--- config.mk ---
export PLATFORM = sky130hd
export DESIGN_NAME = mux_8x1_rr_sched
export DESIGN_NICKNAME = d
export VERILOG_FILES = /design/src/rtl/mux_8x1_rr_sched.sv
export SDC_FILE = /design/constraint.sdc
export NUM_CORES = 1
export LEC_CHECK = 0
export ABC_AREA = 1
export CAP_MARGIN = 20
export CORE_MARGIN = 4
export CORE_UTILIZATION = 40
export CTS_CLUSTER_SIZE = 14
export DETAILED_ROUTE_END_ITERATION = 12
export DONT_BUFFER_PORTS = 1
export PLACE_DENSITY = 0.54
export RECOVER_POWER = 100
export SKIP_LAST_GASP = 1
export SLEW_MARGIN = 20
export SYNTH_ARGS = -nofsm -noshare
export SYNTH_HDL_FRONTEND = slang
export SYNTH_SLANG_ARGS = --single-unit
export TNS_END_PERCENT = 1
--- constraint.sdc ---
create_clock -name clk_i -period 4.2 [get_ports clk_i]
set_input_delay 0.21 -clock clk_i [delete_from_list [all_inputs] [get_ports clk_i]]
set_output_delay 0.21 -clock clk_i [all_outputs]
set_load 0.01 [all_outputs]
--- src/rtl/mux_8x1_rr_sched.sv ---
// Round-robin burst scheduler sharing one mux_8x1 datapath among eight requesters.
// Define MUX_8X1_SCHED_LOCK_EN to add lock_i, which holds a grant past MAX_BEATS.

module mux_8x1 (
   input  logic [7:0] array_i,
   input  logic [2:0] sel_i,
   output logic       out_o
);
   assign out_o = array_i[sel_i];
endmodule

module mux_8x1_rr_sched #(
   parameter int unsigned MAX_BEATS = 4
) (
   input  logic       clk_i,
   input  logic       rst_ni,
   input  logic [7:0] req_i,
   input  logic [7:0] data_i,
   input  logic       ready_i,
`ifdef MUX_8X1_SCHED_LOCK_EN
   input  logic       lock_i,
`endif
   output logic [2:0] sel_o,
   output logic [7:0] gnt_o,
   output logic       valid_o,
   output logic       data_o
);
   localparam int unsigned   CW   = $clog2(MAX_BEATS + 1);
   localparam logic [CW-1:0] LAST = CW'(MAX_BEATS - 1);

   typedef enum logic {IDLE, GRANT} state_t;

   state_t        r_state;
   logic [2:0]    r_sel;
   logic [2:0]    r_ptr;
   logic [7:0]    r_gnt;
   logic [CW-1:0] r_cnt;

   logic       w_mux, w_valid, w_beat, w_last, w_lock;
   logic       w_rel_a, w_rel_b, w_arb, w_found;
   logic [2:0] w_win, w_idx;

   mux_8x1 u_mux (
      .array_i (data_i),
      .sel_i   (r_sel),
      .out_o   (w_mux)
   );

`ifdef MUX_8X1_SCHED_LOCK_EN
   assign w_lock = lock_i;
`else
   assign w_lock = 1'b0;
`endif

   assign w_valid = (r_state == GRANT) & req_i[r_sel];
   assign w_beat  = w_valid & ready_i;
   assign w_last  = (r_cnt == LAST);
   assign w_rel_a = w_beat & w_last & ~w_lock;
   // A dropped request releases without a beat, so nothing is lost.
   assign w_rel_b = (r_state == GRANT) & ~req_i[r_sel];
   assign w_arb   = (r_state == IDLE) | w_rel_a | w_rel_b;

   // First set request scanning upward from r_ptr with wrap-around.
   always_comb begin
      w_found = 1'b0;
      w_win   = r_ptr;
      w_idx   = r_ptr;
      for (int i = 0; i < 8; i++) begin
         w_idx = r_ptr + 3'(i);
         if (!w_found && req_i[w_idx]) begin
            w_found = 1'b1;
            w_win   = w_idx;
         end
      end
   end

   always_ff @(posedge clk_i or negedge rst_ni) begin
      if (!rst_ni) begin
         r_state <= IDLE;
         r_sel   <= 3'd0;
         r_ptr   <= 3'd0;
         r_gnt   <= 8'd0;
         r_cnt   <= '0;
      end else if (w_arb) begin
         if (w_found) begin
            r_state <= GRANT;
            r_sel   <= w_win;
            r_gnt   <= 8'b1 << w_win;
            r_ptr   <= w_win + 3'd1;
            r_cnt   <= '0;
         end else begin
            r_state <= IDLE;
            r_gnt   <= 8'd0;
         end
      end else if (w_beat && !(w_last && w_lock)) begin
         r_cnt <= r_cnt + 1'b1;
      end
   end

   assign sel_o   = r_sel;
   assign gnt_o   = r_gnt;
   assign valid_o = w_valid;
   assign data_o  = w_mux & w_valid;
endmodule

==> impl_metrics.json, run 1 <==
{
  "slew_headroom_pct": 31.7,
  "insertion_delay_ns": 0.24,
  "ys_seq_elements": 18,
  "cts_resized": 0,
  "synth_cells": 249,
  "muxShareOfSynthArea_pct": 0,
  "hp-class": "in2reg",
  "clk_path_buf_depth": 2,
  "synth_top_family_by_area": "simple AND/OR/NAND/NOR gates",
  "synth-simple-area-share_pct": 40.9,
  "wire_per_inst_um": 13.1,
  "async_flop_share_pct": 100,
  "antenna_cells_inserted": 0,
  "synth_edf_count": 0,
  "port_buffers": 0,
  "path_class": "reg2reg",
  "drv_cap": 0,
  "tightest_slew_ns": 1.02,
  "routabilityCongestion": 0.838,
  "htree_levels": 1,
  "initial_utilization_pct": 41.8,
  "syn_avg_cell_area_um2": 6.77,
  "synth_top_area_share_pct": 26.7,
  "core_um2": 4030,
  "die_x_um": 72.9,
  "num_vias": 1513,
  "path_max_fanout": 18,
  "finalNetCount": 275,
  "synth_cell_type_count": 36,
  "rows": 23,
  "clk_pin_slew_ns": 0.07,
  "dieArea_um2": 5320,
  "status": "complete, no violations",
  "syn_nets": 277,
  "grt_overflow": 0,
  "drv_slew": 0,
  "yosys_warnings": 0,
  "arrival_ns": 3.72,
  "setup_viol": 0,
  "synth_top_flop_cell": "dfrtp_1",
  "rsz0062_at_grt": "false",
  "die_h_um": 72.9,
  "syn-cell-area_um2": 1690,
  "yosysTopAreaCell": "dfrtp_1",
  "yosysMostFrequentCell": "nand2_1",
  "netlist_top_cells_area": "dfrtp_1 (27%), nand2_1 (20%), nand3_1 (9.5%)",
  "grt_pass1_vias": 1518,
  "finClkSkew_ns": 0.00323,
  "track_usage_pct": 16.4,
  "synth_common_cells": "nand2_1 (89), nand3_1 (32), dfrtp_1 (18), inv_1 (13), nor2_1 (13)",
  "drc": 0,
  "worst_setup_path_end_kind": "flop",
  "cts.sink_count": 18,
  "cts_tree": "built",
  "cts_setup_buffers": 0,
  "dp_hpwl_mm": 3.16,
  "areaGrowthSynthToFinish_pct": 2.00,
  "cp.required_ns": 4.34,
  "synthAdderAreaFrac_pct": 6.68,
  "setup_tns_ns": 0,
  "synthXorXnorAreaFrac_pct": 4.01,
  "cts_hold_buf": 1,
  "first_pass_iters": 4,
  "hold_viol_final": 0,
  "viasPerCell": 5.11,
  "grt_pass1_wl_mm": 6.99,
  "io_pins": 32,
  "antenna_found_initial": 0,
  "drtIter0Drc": 106,
  "numCtsBuffers": 3,
  "grt_max_degree": 19,
  "cts_root_buf": "clkbuf_8",
  "timing.final.crit_share_pct": 85.4,
  "synth_compound_area_share_pct": 12.6,
  "wirelength_mm": 3.88,
  "ys_seq_area_share_pct": 26.7,
  "drive_gt1_share_pct": 8.54,
  "period_minus_slack_ns": 3.58,
  "critPathLaunchType": "flop",
  "drtAntennaViolNets": 0,
  "fin_util_pct": 42.7,
  "max_freq_mhz": 279
}
==> through the flow <==
stage / cells / area, µm² / setup WS, ns / hold slack (ns)
6_report: 296 / 1720 / 0.615 / 0.215
5_1_grt: 296 / 1720 / 0.121 / 0.251
4_1_cts: 296 / 1750 / 0.727 / 0.226
3_5_place_dp: 291 / 1690 / 0.751 / -0.0851
3_3_place_gp: 291 / 1690 / 0.845 / -0.0851
2_1_floorplan: 249 / 1690 / 1.26 / -0.0856
==> path summary, 6_finish.rpt <==
path | cells past startpoint | to | from | slack, ns
hold reg to reg | 1 | r_cnt[0]$_DFFE_PN0P_ | r_cnt[0]$_DFFE_PN0P_ | 0.49
max in group asynchronous | 1 | r_ptr[2]$_DFFE_PN0P_ | rst_ni | 3.23
setup reg to reg | 16 | r_cnt[1]$_DFFE_PN0P_ | r_ptr[1]$_DFFE_PN0P_ | 0.62
min in group asynchronous | 1 | r_cnt[2]$_DFFE_PN0P_ | rst_ni | 0.48
hold / removal | 4 | r_cnt[2]$_DFFE_PN0P_ | ready_i | 0.22
setup / recovery | 16 | r_cnt[1]$_DFFE_PN0P_ | r_ptr[1]$_DFFE_PN0P_ | 0.62
==> registers in the layout, indices dropped and copies added, names as in the netlist <==
name,cells
r_ptr,3
r_cnt,3
sel_o,3
gnt_o,8
r_state,1
==> cell families after synthesis <==
kind of cell             count (synthesis)
AO/OA/AOI/OAI                           34
flip-flops                              18
AND/OR/NAND/NOR                        149
adder cells (fa/ha/maj)                  9
XOR/XNOR                                 6
buffers and inverters                   33
==> routing by layer <==
layer	vias to the layer above	GRT usage, %	wire (µm)
met5	-	0	0
met4	0	3.48	22
met3	2	2.75	189
met2	22	28.0	1900
met1	685	21.8	1770
li1	804	-	-
==> placed cells by master (no fill, tap or decap), types with 2 or more instances in the layout <==
cell and instances:
xor2_1 2, o21bai_1 2, o21ai_1 4, a21oi_1 2, clkbuf_8 4, nor2_1 17, nand2_2 2, ha_1 9
inv_2 9, a22o_1 2, inv_1 16, nand2_1 91, xnor2_1 2, dfrtp_1 18, nand3_1 32, o21a_1 2
o32ai_1 2, o21ai_0 15
==> layout make-up <==
class / instances / area, µm²
clock buffer: 4 / 55.1
fill: 441 / 2310
tap: 50 / 62.6
sequential: 18 / 450
inverter: 25 / 93.8
timing repair buffer: 1 / 10.0
multi-input combinational: 198 / 1050
==> critical path, stage by stage, from the launching register on <==
cell and delay [ns]:
dfrtp_1 0.60, inv_1 0.19, ha_1 0.46, inv_1 0.13, nand3_1 0.13, nand2_1 0.07
nand2_1 0.07, nand2_2 0.06, nand2_1 0.08, inv_2 0.07, nand4_4 0.08, nor2_1 0.07
nand2_1 0.19, nor2_1 0.09, nor2_1 0.78, nor2_1 0.17, a22o_1 0.23
Power of run 1 is not shown: default switching activity piles up to over one toggle a cycle in this logic, so the estimate is an artifact.
==> run 2, diff against run 1 <==
--- a/config.mk
+++ b/config.mk
@@ -18,5 +18,6 @@
 export SLEW_MARGIN = 20
 export SYNTH_ARGS = -nofsm -noshare
 export SYNTH_HDL_FRONTEND = slang
+export SYNTH_HIERARCHICAL = 1
 export SYNTH_SLANG_ARGS = --single-unit
 export TNS_END_PERCENT = 1
==> run 2 against run 1 <==
Sequential share of layout area fell by 2.1 points. Hold slack worse by 0.10 ns. Register-to-register slack improved by 0.11 ns. Area after synthesis grew 7.5%. Via count rose by 15%. First-iteration DRC count is 9.4% lower. Maximum frequency grew 3.1%. Count of clock-buffer cells in the layout fell by 1. Design area is 8.8% higher. Die area up 6.7%. Sequential cell count is the same. Critical endpoint is now r_ptr[2]$_DFFE_PN0P_. Highest routed layer is now met3.
==> impl_metrics.json, run 2 <==
{
  "status": "complete, no violations",
  "largest_reg_flops": 8,
  "multi_input_area_um2": 1150,
  "hp-class": "in2reg",
  "cpPeakStageDelay_ns": 0.59,
  "critPathLaunchType": "flop",
  "drive_gt1_share_pct": 15.6,
  "slew_headroom_pct": 45.9,
  "first_pass_iters": 5,
  "io_pins": 32,
  "async_flop_share_pct": 100,
  "grt_pass1_wl_mm": 7.13,
  "drv_slew": 0,
  "final.fill_count": 473,
  "arrival_ns": 3.61,
  "clk_pin_slew_ns": 0.06,
  "cp.required_ns": 4.33,
  "mostFrequentLayoutCells": "nand2_1 (103), nand3_1 (43), inv_1 (28), dfrtp_1 (18), nor2_1 (17)",
  "insertion_delay_ns": 0.25,
  "wire_per_inst_um": 13.2,
  "path_max_fanout": 13,
  "drc": 0,
  "yosysMostFrequentCell": "nand2_1",
  "period_minus_slack_ns": 3.48,
  "syn-cell-area_um2": 1810,
  "final_common_cell": "nand2_1",
  "path_class": "reg2reg",
  "clk_path_buf_depth": 2,
  "finalNetCount": 310,
  "drtAntennaViolNets": 0,
  "rows": 24,
  "synth_top_area_share_pct": 24.9,
  "timing.final.crit_share_pct": 82.8,
  "drv_cap": 0,
  "synth_cells": 282,
  "netlist_top_cells_area": "dfrtp_1 (25%), nand2_1 (21%), nand3_1 (11%)",
  "path_buf_inv": 3,
  "ys_seq_elements": 18,
  "ys_seq_area_share_pct": 24.9,
  "grt_pass1_vias": 1548,
  "syn_nets": 308,
  "areaGrowthSynthToFinish_pct": 3.25,
  "initial_utilization_pct": 41.3,
  "synth_top_flop_cell": "dfrtp_1",
  "critical_path.top_delay_family": "simple AND/OR/NAND/NOR gates",
  "worst_path_max_delay_cell": "dfrtp_1",
  "max_freq_mhz": 287,
  "antenna_cells_inserted": 0,
  "cts_tree": "built",
  "synth_edf_count": 0,
  "crit_top_cell": "nand2_1",
  "syn_avg_cell_area_um2": 6.42,
  "tightest_slew_ns": 0.808,
  "synth_cell_type_count": 30,
  "rsz0062_at_grt": "false",
  "cts_root_buf": "clkbuf_8",
  "worst_setup_path_end_kind": "flop",
  "cts.sink_count": 18,
  "dieArea_um2": 5670,
  "yosys_warnings": 6,
  "drtIter0Drc": 96,
  "port_buffers": 0,
  "routabilityCongestion": 0.917,
  "crit_chain": "inv_1, ha_1, inv_1, nand3_1, nand2_1, o21bai_1, inv_2, nor2_1, nand2_1, nand2_1, nand2_1, nand2_2, nand2_2, ha_1, nand2_1, o21ai_0",
  "antenna_found_initial": 0,
  "finClkSkew_ns": 0.00278,
  "grt_overflow": 0,
  "htree_levels": 1,
  "track_usage_pct": 16.3,
  "viasPerCell": 5.21,
  "setup_viol": 0,
  "seq_area_um2": 450,
  "numCtsBuffers": 3,
  "grt_max_degree": 19,
  "num_vias": 1739,
  "hold_viol_final": 0,
  "die_x_um": 75.3,
  "dp_hpwl_mm": 3.57,
  "wirelength_mm": 4.41,
  "die_h_um": 75.3,
  "yosysTopAreaCell": "dfrtp_1",
  "synth_common_cells": "nand2_1 (101), nand3_1 (41), inv_1 (24), dfrtp_1 (18)",
  "core_um2": 4380,
  "setup_tns_ns": 0
}
run 2: changes by cell type in the layout (fill, tap and decap cells not counted), sizes merged, moves of 2 or more:
cell,change
xnor2,-3
nand3,+18
nand2,+24
nor2,+2
xor2,-2
nand4,+2
o21ai,-11
ha,-2
inv,+12
run 2: repair_timing:
| action | CTS | global route |
|---|---|---|
| buffers inserted | 0 | 0 |
| hold buffers | 1 | 0 |
| endpoints found under the hold margin | 18 | 0 |
| setup endpoints to repair | 0 | 0 |
| gates resized for setup | 0 | 0 |
run 2: worst reg2reg max path: stages (launching register included):
cell      delay, ns
dfrtp_1        0.59
inv_1          0.32
ha_1           0.52
inv_1          0.18
nand3_1        0.16
nand2_1        0.08
o21bai_1       0.40
inv_2          0.07
nor2_1         0.21
nand2_1        0.08
nand2_1        0.07
nand2_1        0.05
nand2_2        0.12
nand2_2        0.09
ha_1           0.29
nand2_1        0.06
o21ai_0        0.07
run 2: path summary, 6_finish.rpt:
check,startpoint,end,slack (ns),cells past startpoint
max,r_ptr[0]$_DFFE_PN0P_,r_ptr[2]$_DFFE_PN0P_,0.72,16
min,ready_i,r_cnt[1]$_DFFE_PN0P_,0.11,2
max reg2reg,r_ptr[0]$_DFFE_PN0P_,r_ptr[2]$_DFFE_PN0P_,0.72,16
min reg2reg,r_cnt[1]$_DFFE_PN0P_,r_cnt[1]$_DFFE_PN0P_,0.48,2
max in group asynchronous,rst_ni,r_state$_DFFE_PN0N_,3.20,1
min in group asynchronous,rst_ni,gnt_o[5]$_DFFE_PN0N_,0.50,1
run 2: metal layers:
layer | part of all wire (%) | GRT usage (%) | wire length (µm)
met4 | 0 | 1.17 | 0
met3 | 5.9 | 3.30 | 261
met2 | 42 | 24.4 | 1860
met5 | 0 | 0 | 0
met1 | 52 | 25.2 | 2290
run 2: stage by stage:
stage	hold WS (ns)	util [%]	setup WS (ns)	std cells	cell area (µm²)
3_5_place_dp	-0.0852	42.1	1.02	330	1850
4_1_cts	0.106	43.3	1.00	334	1900
5_1_grt	0.112	42.7	0.350	334	1870
3_3_place_gp	-0.0852	42.1	1.12	330	1850
2_1_floorplan	-0.0856	-	1.59	282	1810
6_report	0.110	42.7	0.721	334	1870
run 2: cell families after synthesis:
| family | synth area share, % |
|---|---|
| simple gates | 51.9 |
| compound gates | 6.77 |
| flops | 24.9 |
| fa+ha+maj | 4.83 |
| mux | 0.622 |
| xor+xnor | 0.898 |
| buf+inv | 10.1 |
run 2: area by class of cell:
type                            count  area share, %
Multi-Input combinational cell    221           61.6
Timing Repair Buffer                2          0.936
Sequential cell                    18           24.1
Clock buffer                        3           2.21
Inverter                           38           7.69
Tap cell                           52           3.48
Power of run 2 is left out for the same reason.
